**src/rtl/conv_pkg.sv**
```systemverilog
// Shared constants and types for the rate-1/2, K=3 convolutional code (encoder and decoder side).
// Latency: n/a (package only).
// Backpressure: n/a (package only).
//
// Contents: constraint length, default generator polynomials, tail length,
// trellis state type, encoder FSM encoding and the registered code pair struct.
package conv_pkg;

  localparam int K        = 3;
  localparam int TAIL_LEN = K - 1;

  // Bit K-1 of each generator taps the current input bit.
  localparam logic [K-1:0] G0_DEF = 3'b111;
  localparam logic [K-1:0] G1_DEF = 3'b101;

  // Trellis state: the K-1 most recent prior input bits, MSB newest.
  typedef logic [K-2:0] trellis_t;

  typedef enum logic [1:0] {
    ENC_DATA  = 2'd0,
    ENC_TAIL1 = 2'd1,
    ENC_TAIL2 = 2'd2
  } enc_state_e;

  typedef struct packed {
    logic cx0;
    logic cx1;
    logic last;
  } code_pair_t;

endpackage

```
**src/rtl/conv_enc_step.sv**
```systemverilog
// One trellis step of the convolutional code: code pair and next state for input u.
// Latency: combinational.
// Backpressure: none (pure function of u and sr).
//
// Ports: u (input bit), sr (current trellis state), cx0/cx1 (code bits from
// G0/G1), next_sr (state after shifting u in).
module conv_enc_step
  import conv_pkg::*;
#(
  parameter logic [K-1:0] G0 = G0_DEF,
  parameter logic [K-1:0] G1 = G1_DEF
) (
  input  logic     u,
  input  trellis_t sr,
  output logic     cx0,
  output logic     cx1,
  output trellis_t next_sr
);

  logic [K-1:0] w;

  assign w       = {u, sr};
  assign cx0     = ^(w & G0);
  assign cx1     = ^(w & G1);
  assign next_sr = {u, sr[K-2:1]};

endmodule

```
**src/rtl/conv_enc.sv**
```systemverilog
// Rate-1/2 K=3 convolutional encoder, one info bit in and one registered code pair out per handshake.
// Latency: 1 cycle (bit accepted at edge N -> its pair valid after edge N); 1 pair/cycle sustained.
// Backpressure: single output register, in_ready = slot free (combinational on out_ready); pair held while stalled.
//
// Ports: clk, reset (sync, active-high); in_valid/in_ready/in_bit/in_last
// (info bit stream); out_valid/out_ready/cx0/cx1/out_last (code pair stream);
// frame_cnt (completed frames, wraps).
// Build option CONV_ENC_TAIL_EN: append two zero tail pairs after each in_last
// bit, flag out_last on the second one and return the trellis to state 0.
// Without it, out_last follows in_last and the trellis state carries across frames.
module conv_enc
  import conv_pkg::*;
#(
  parameter logic [K-1:0] G0    = G0_DEF,
  parameter logic [K-1:0] G1    = G1_DEF,
  parameter int           CNT_W = 16
) (
  input  logic             clk,
  input  logic             reset,
  input  logic             in_valid,
  output logic             in_ready,
  input  logic             in_bit,
  input  logic             in_last,
  output logic             out_valid,
  input  logic             out_ready,
  output logic             cx0,
  output logic             cx1,
  output logic             out_last,
  output logic [CNT_W-1:0] frame_cnt
);

  code_pair_t out_q;
  trellis_t   sr;
  trellis_t   step_sr;
  logic       step_cx0;
  logic       step_cx1;
  logic       out_free;
  logic       accept;
  logic       load;
  logic       load_last;
  logic       sr_clear;
  logic       u;

  // The output slot can take a new pair if it is empty or drains this edge.
  assign out_free = !out_valid || out_ready;

`ifdef CONV_ENC_TAIL_EN
  localparam logic [1:0] ST_DATA  = ENC_DATA;
  localparam logic [1:0] ST_TAIL1 = ENC_TAIL1;
  localparam logic [1:0] ST_TAIL2 = ENC_TAIL2;

  logic [1:0] state;
  logic       inject;

  assign in_ready  = (state == ST_DATA) && out_free;
  assign accept    = in_valid && in_ready;
  assign inject    = (state != ST_DATA) && out_free;
  assign load      = accept || inject;
  // Tail steps push zeros; accept is only possible in DATA.
  assign u         = accept & in_bit;
  assign load_last = (state == ST_TAIL2);
  // After two zero steps the state is already 00; clearing explicitly keeps
  // the decoder's start-in-state-0 guarantee independent of the polynomials.
  assign sr_clear  = (state == ST_TAIL2);

  always_ff @(posedge clk) begin
    if (reset) begin
      state <= ST_DATA;
    end else begin
      case (state)
        ST_DATA:  if (accept && in_last) state <= ST_TAIL1;
        ST_TAIL1: if (inject) state <= ST_TAIL2;
        ST_TAIL2: if (inject) state <= ST_DATA;
        default:  state <= ST_DATA;
      endcase
    end
  end
`else
  assign in_ready  = out_free;
  assign accept    = in_valid && in_ready;
  assign load      = accept;
  assign u         = in_bit;
  assign load_last = in_last;
  assign sr_clear  = 1'b0;
`endif

  conv_enc_step #(
    .G0 (G0),
    .G1 (G1)
  ) u_step (
    .u       (u),
    .sr      (sr),
    .cx0     (step_cx0),
    .cx1     (step_cx1),
    .next_sr (step_sr)
  );

  always_ff @(posedge clk) begin
    if (reset) begin
      sr        <= '0;
      out_q     <= '0;
      out_valid <= 1'b0;
      frame_cnt <= '0;
    end else begin
      if (out_valid && out_ready && out_q.last) begin
        frame_cnt <= frame_cnt + 1'b1;
      end
      if (load) begin
        out_q     <= '{cx0: step_cx0, cx1: step_cx1, last: load_last};
        out_valid <= 1'b1;
        sr        <= sr_clear ? trellis_t'(0) : step_sr;
      end else if (out_ready) begin
        out_valid <= 1'b0;
      end
    end
  end

  assign cx0      = out_q.cx0;
  assign cx1      = out_q.cx1;
  assign out_last = out_q.last;

endmodule

```
**config.mk**
```make
export PLATFORM = sky130hd
export DESIGN_NAME = conv_enc
export DESIGN_NICKNAME = d
export VERILOG_FILES = /design/src/rtl/conv_pkg.sv /design/src/rtl/conv_enc_step.sv /design/src/rtl/conv_enc.sv
export SDC_FILE = /design/constraint.sdc
export NUM_CORES = 1
export LEC_CHECK = 0
export ABC_AREA = 0
export CAP_MARGIN = 20
export CORE_MARGIN = 4
export CORE_UTILIZATION = 46
export CTS_CLUSTER_DIAMETER = 60
export CTS_CLUSTER_SIZE = 14
export DETAILED_ROUTE_END_ITERATION = 12
export PLACE_DENSITY_LB_ADDON = 0.05
export SYNTH_ARGS = -nofsm -noshare
export SYNTH_HDL_FRONTEND = slang
export SYNTH_SLANG_ARGS = --single-unit
```
**constraint.sdc**
```tcl
create_clock -name clk -period 1.75 [get_ports clk]
set_input_delay 0.2625 -clock clk [delete_from_list [all_inputs] [get_ports clk]]
set_output_delay 0.2625 -clock clk [all_outputs]
set_load 0.02 [all_outputs]
```
Word-level counts from Yosys, hierarchy flattened --
Cells that the tools add are included.
Storage, ports and cells: register bits after elaboration 22, input port bits 6, output and inout bits 21, word-level logic and storage cells 17
Operators by class: $add $sub $neg 1, multiplexer cells 2, reductions and logical operators 8
Operators with widths (number):
- $add A16 B1 Y16 const B | 1
- $reduce_xor A3 Y1 | 2
- $logic_and A1 B1 Y1 | 3
- $mux W1 | 2
- $reduce_bool A2 Y1 | 1
- $logic_not A1 Y1 | 1
- $logic_or A1 B1 Y1 | 1

Logic depth before layout (Yosys ltp) --
depth in word-level cells 4, depth in mapped cells 5, depth with buffers taken out 5

Modules after synthesis --
A second synthesis with hierarchy kept.
Second synthesis, totals: cells, all modules 114, area, all modules 1054.8 um^2
Modules (own cells, without submodules):
- conv_enc | instances 1, cells each 110, area each 1007.2 um^2, sequential area each 440.4 um^2
- conv_enc_step | instances 1, cells each 4, area each 47.5 um^2, sequential area each 0.0 um^2

Worst setup path before layout --
No wires, ideal clock.
kind reg2reg, start register out_valid, end register frame_cnt[15], setup time 70 ps, arrival 1631 ps, data required time 1680 ps, slack 49 ps, cell stages (with the launch flop) 6, path buffers 1, period minus slack after synthesis 1701 ps, path through dfxtp_1 and3_1 clkbuf_1 nand4_1 or4_1 a21oi_1
Between the ends: cells in the longest elaborated chain, start to end 2
Ends and longest elaborated chain:
- start: declaration | line conv_enc.sv:24 | output logic out_valid,
- start signal: assignment | line conv_enc.sv:102 | out_valid <= 1'b0;
- start signal: assignment | line conv_enc.sv:110 | out_valid <= 1'b1;
- start signal: assignment | line conv_enc.sv:113 | out_valid <= 1'b0;
- $logic_and A1 B1 Y1 (2 in series) | line conv_enc.sv:105 | if (out_valid && out_ready && out_q.last) begin
- end signal: assignment | line conv_enc.sv:106 | frame_cnt <= frame_cnt + 1'b1;
- end: declaration | line conv_enc.sv:29 | output logic [CNT_W-1:0] frame_cnt
Every way passes these cells. A chain may end at the register's enable or synchronous reset.

Final worst setup path --
start register frame_cnt[3], end output frame_cnt[3]
No word-level cell between the ends.

==> metrics list <==
- Final hold violation count: 0
- Drt via density: 5.128
- The slowest stage of the critical path belongs to the cell clkdlybuf4s50_1.
* Maximum resistive drop on vdd: 0.7318 mV
* Total standard cell area after synthesis: about 960 um^2
- Ranking of synthesized cells by area: dfxtp_1, xnor2_1, a21oi_1, nor2_1, nand4_1
* Time the final worst path needs with I/O delays and setup: about 1700 ps
* Setup WS post-layout: ~75 ps
- When the netlist entered floorplanning its net count stood at roughly 120.
* Number of inserted filler cells in the final layout: approximately 180
- After synthesis the netlist holds a flip-flop and latch count of 22.
- Slew at the pin closest to its max-slew limit: between 300 and 400 ps
* Worst Path Class, Setup: reg -> out
- Die area: 0.002878 mm^2
- The number of setup buffers added after CTS is 0.
- Adder and majority gate portion of the synthesized area: about 1.3%
- Reg clk slew, reported paths: 120 ps
- The number of antenna diodes in the final layout is 0.
- Worst hold slack after final layout: between 400 and 500 ps
- Sequential fraction of the synthesis area: 45.95%
* Endpoint of the worst register-to-register path: frame_cnt[15]
- Pre-CTS worst setup slack: -140.6 ps
- For this run the aggregate overflow at the end of global routing stands at 0.
- Maximum number of pins on one net before global-route repair: 14
- Endpoint of the worst hold-timing path: cx0
* Worst hold stages: 2
* Worst setup SP type: register
* Buffer and inverter count on the worst path: 1
- Buffers placed on the I/O ports in this run total 26.
- Largest clock skew in the final design: roughly 6.2 ps
- Largest stage delay on the critical path: approximately 650 ps
* Share of the clock period used by the worst path: between 90 and 100%
- In this run the number of H-tree levels came out at 1.
- CP arrival: approximately 1400 ps
- Post-synth EDFFs: 0
- The final max-slew violation count is 0.
- The share of synthesized area in the top cell type comes to 45.95%.
* WP data required: 1490 ps
* Layout cell share with drive strength beyond 1: between 15 and 20%
* Inserted Clock Buffers: 3
- The kind of cell with the highest combined delay along the critical path is buffers and inverters.
* Setup-failing EPs final: 0
- Reg2reg start: frame_cnt[6]
- Share of cell area taken by muxes after synthesis: 0%
- Most common cell in the netlist: dfxtp_1
* Site row count: 16
- Nature of the critical path endpoint: output port
* Hold-fix buffer count after cts: 0
- Measured along the y axis, the die boundary spans about 54 um.
* Placed wire-length estimate after detailed placement: approximately 1.7 mm
- After detailed routing, the average wire length per cell comes to between 10 and 15 um.
* Wire length of the first global-routing pass: 3.739 mm
- Leading cell types by count after synthesis: dfxtp_1, a21oi_1, nor2_1
- Across all layers, the routed design uses 918 vias.
- The critical path goes through clkdlybuf4s50_1.
- Synth warnings: 0
* Setup slack on the worst flop-to-flop path: between 100 and 150 ps
- Measured against its own limit, the worst slew margin works out to approximately 75%.
- Combinational family with the most area after synthesis: simple AND/OR/NAND/NOR gates
- Mean instance size in the synthesized netlist: 8.634 um^2
- Startpoint of the lowest-slack hold path: cx0
- Cells after synthesis: between 100 and 150
- After synthesis, the netlist uses 22 different library cells.
- Root buffer cell: clkbuf_4
- Number of antenna violations at the first check in global routing: 0
* Timing-limited maximum frequency: 596.8 MHz
- Net count, final: 160
* Insertion delay of the later-clocked pin in the worst-skew pair: around 300 ps
* Register-to-Register Path Depth: 4
- Count of antenna-violating nets left after detailed routing: 0
* RSZ-0062 raised after global routing: no
- Of the total synthesized cell area, the portion taken by XOR and XNOR cells is 10.97%.
- Of all cell types, the one taking the most synthesized area is dfxtp_1.
* Max-cap viol count: 0
- For this run, design rule violations remaining after detail routing come to 0.
- Post-synthesis compound-gate area fraction: 9.791%
- Routed wire length: approximately 2.3 mm
- Synthesized-area fraction occupied by and/or/nand/nor cells: between 20% and 30%
- At the end of routability-driven placement, the weighted congestion stood at between 0.7 and 0.8.
- Reported leakage power: between 0.5 and 0.6 nW
- 27 I/O pins were placed.
- The completed layout was analyzed and its total power is ~980 uW.
- In this run the deepest clock path goes through 2 buffers.
- Total power divided by cell area: between 600 and 700 mW/mm^2
* Most common flop cell mapped by yosys: dfxtp_1
- Global-route usage over all layers: approximately 18%
- Post-synthesis async set-or-reset flop share: 0%
* CTS sink count: 22
- Clock tree from TritonCTS: yes
* Starting Density: around half
* Outcome: complete, no violations
- The first detailed-routing pass took 4 iterations.
- After the first detailed-routing iteration, the DRC count stood at 12.
- Via count of the first global-routing pass: slightly below 900
- From left edge to right edge, the die measures about 54 um.
- Highest fanout seen on the critical path: 5
* Hold Path Class: reg -> reg
- Area Growth Syn to Fin: 47.39%
* Area of the core region: ~0.002 mm^2
[kinds of logic after synthesis]
logic type / Yosys count
adders and majority gates: 1
buffers and inverters: 6
and+or+nand+nor: 53
xor gates and xnor gates: 12
AOI/OAI and AO/OA: 17
DFF: 22
[worst max-delay path by stage]
stage / to / startpoint / cells after the start
finish: frame_cnt[3] / frame_cnt[3] / 1
global route: frame_cnt[3] / frame_cnt[3] / 1
CTS: frame_cnt[2] / frame_cnt[2] / 2
detailed placement: frame_cnt[15] / out_ready / 5
global placement: frame_cnt[15] / out_ready / 5
floorplan: frame_cnt[15] / out_valid / 5
[layer usage]
| metal | wire length [um] | global-route usage, % | vias up | share of wire (%) |
|---|---|---|---|---|
| li1 | - | - | 475 | - |
| met1 | 1034 | 21.62 | 425 | 46 |
| met2 | 1124 | 31.84 | 16 | 50 |
| met3 | 84 | 4.155 | 2 | 3.7 |
| met4 | 12 | 2.553 | 0 | 0.53 |
| met5 | 0 | 0 | - | 0 |
[registers in the layout, summed over array words and instances, names as in the netlist]
| register | flops |
|---|---|
| cx1 | 1 |
| out_valid | 1 |
| frame_cnt | 16 |
| out_last | 1 |
| cx0 | 1 |
| sr | 2 |
[final cells by class]
| cell class | count | area (um^2) | area share, % |
|---|---|---|---|
| clock buffer | 3 | 22.52 | 1.594 |
| clock inverter | 1 | 30.03 | 2.126 |
| inverter | 2 | 7.507 | 0.5314 |
| sequential | 22 | 440.4 | 31.18 |
| multi-input combinational | 83 | 501.7 | 35.52 |
| tap | 27 | 33.78 | 2.392 |
| timing repair buffer | 41 | 376.6 | 26.66 |
[per-stage QoR]
stage	cell area, um^2	util, %	cells	TNS, ps
global placement	1350	68.81	175	-312.3
finish	1413	72.00	179	0
floorplan	958.4	-	111	0
detailed placement	1350	68.81	175	-527.4
global route	1413	72.00	179	0
CTS	1401	71.43	179	0
[cell usage in the layout (no fill, tap or decap), types with 2 or more instances in the layout]
| cell | count |
|---|---|
| clkdlybuf4s50_1 | 23 |
| dfxtp_1 | 22 |
| buf_4 | 15 |
| a21oi_1 | 12 |
| nor2_1 | 12 |
| nand2_1 | 11 |
| nand4_1 | 7 |
| xnor2_1 | 7 |
| nand3_1 | 6 |
| xor2_1 | 5 |
| nor3_1 | 4 |
| nor4_1 | 3 |
| clkbuf_4 | 3 |
| nand2b_1 | 2 |
| o31ai_1 | 2 |
| or4_1 | 2 |
| o21ai_0 | 2 |
| or3_2 | 2 |
| inv_1 | 2 |
| dlymetal6s2s_1 | 2 |
[repair_timing]
action | 4_1_cts | 5_1_grt
resized for setup | 1 | 3
cloned | 0 | 0
hold endpoints to repair | 0 | 0
setup endpoints to repair | 1 | 3
[worst min-delay path: stages, from the launching register on]
cell	delay (ps)
dfxtp_1	330
nand2_1	50
a21oi_1	50
[where the power goes]
part	total, mW	switching [mW]	leakage, nW	internal, mW
Combinational	0.0769	0.0392	0.336	0.0377
Clock	0.383	0.152	0.0279	0.231
Sequential	0.517	0.00742	0.178	0.510
Total	0.977	0.198	0.543	0.779
(Power assumes the default switching activity.)
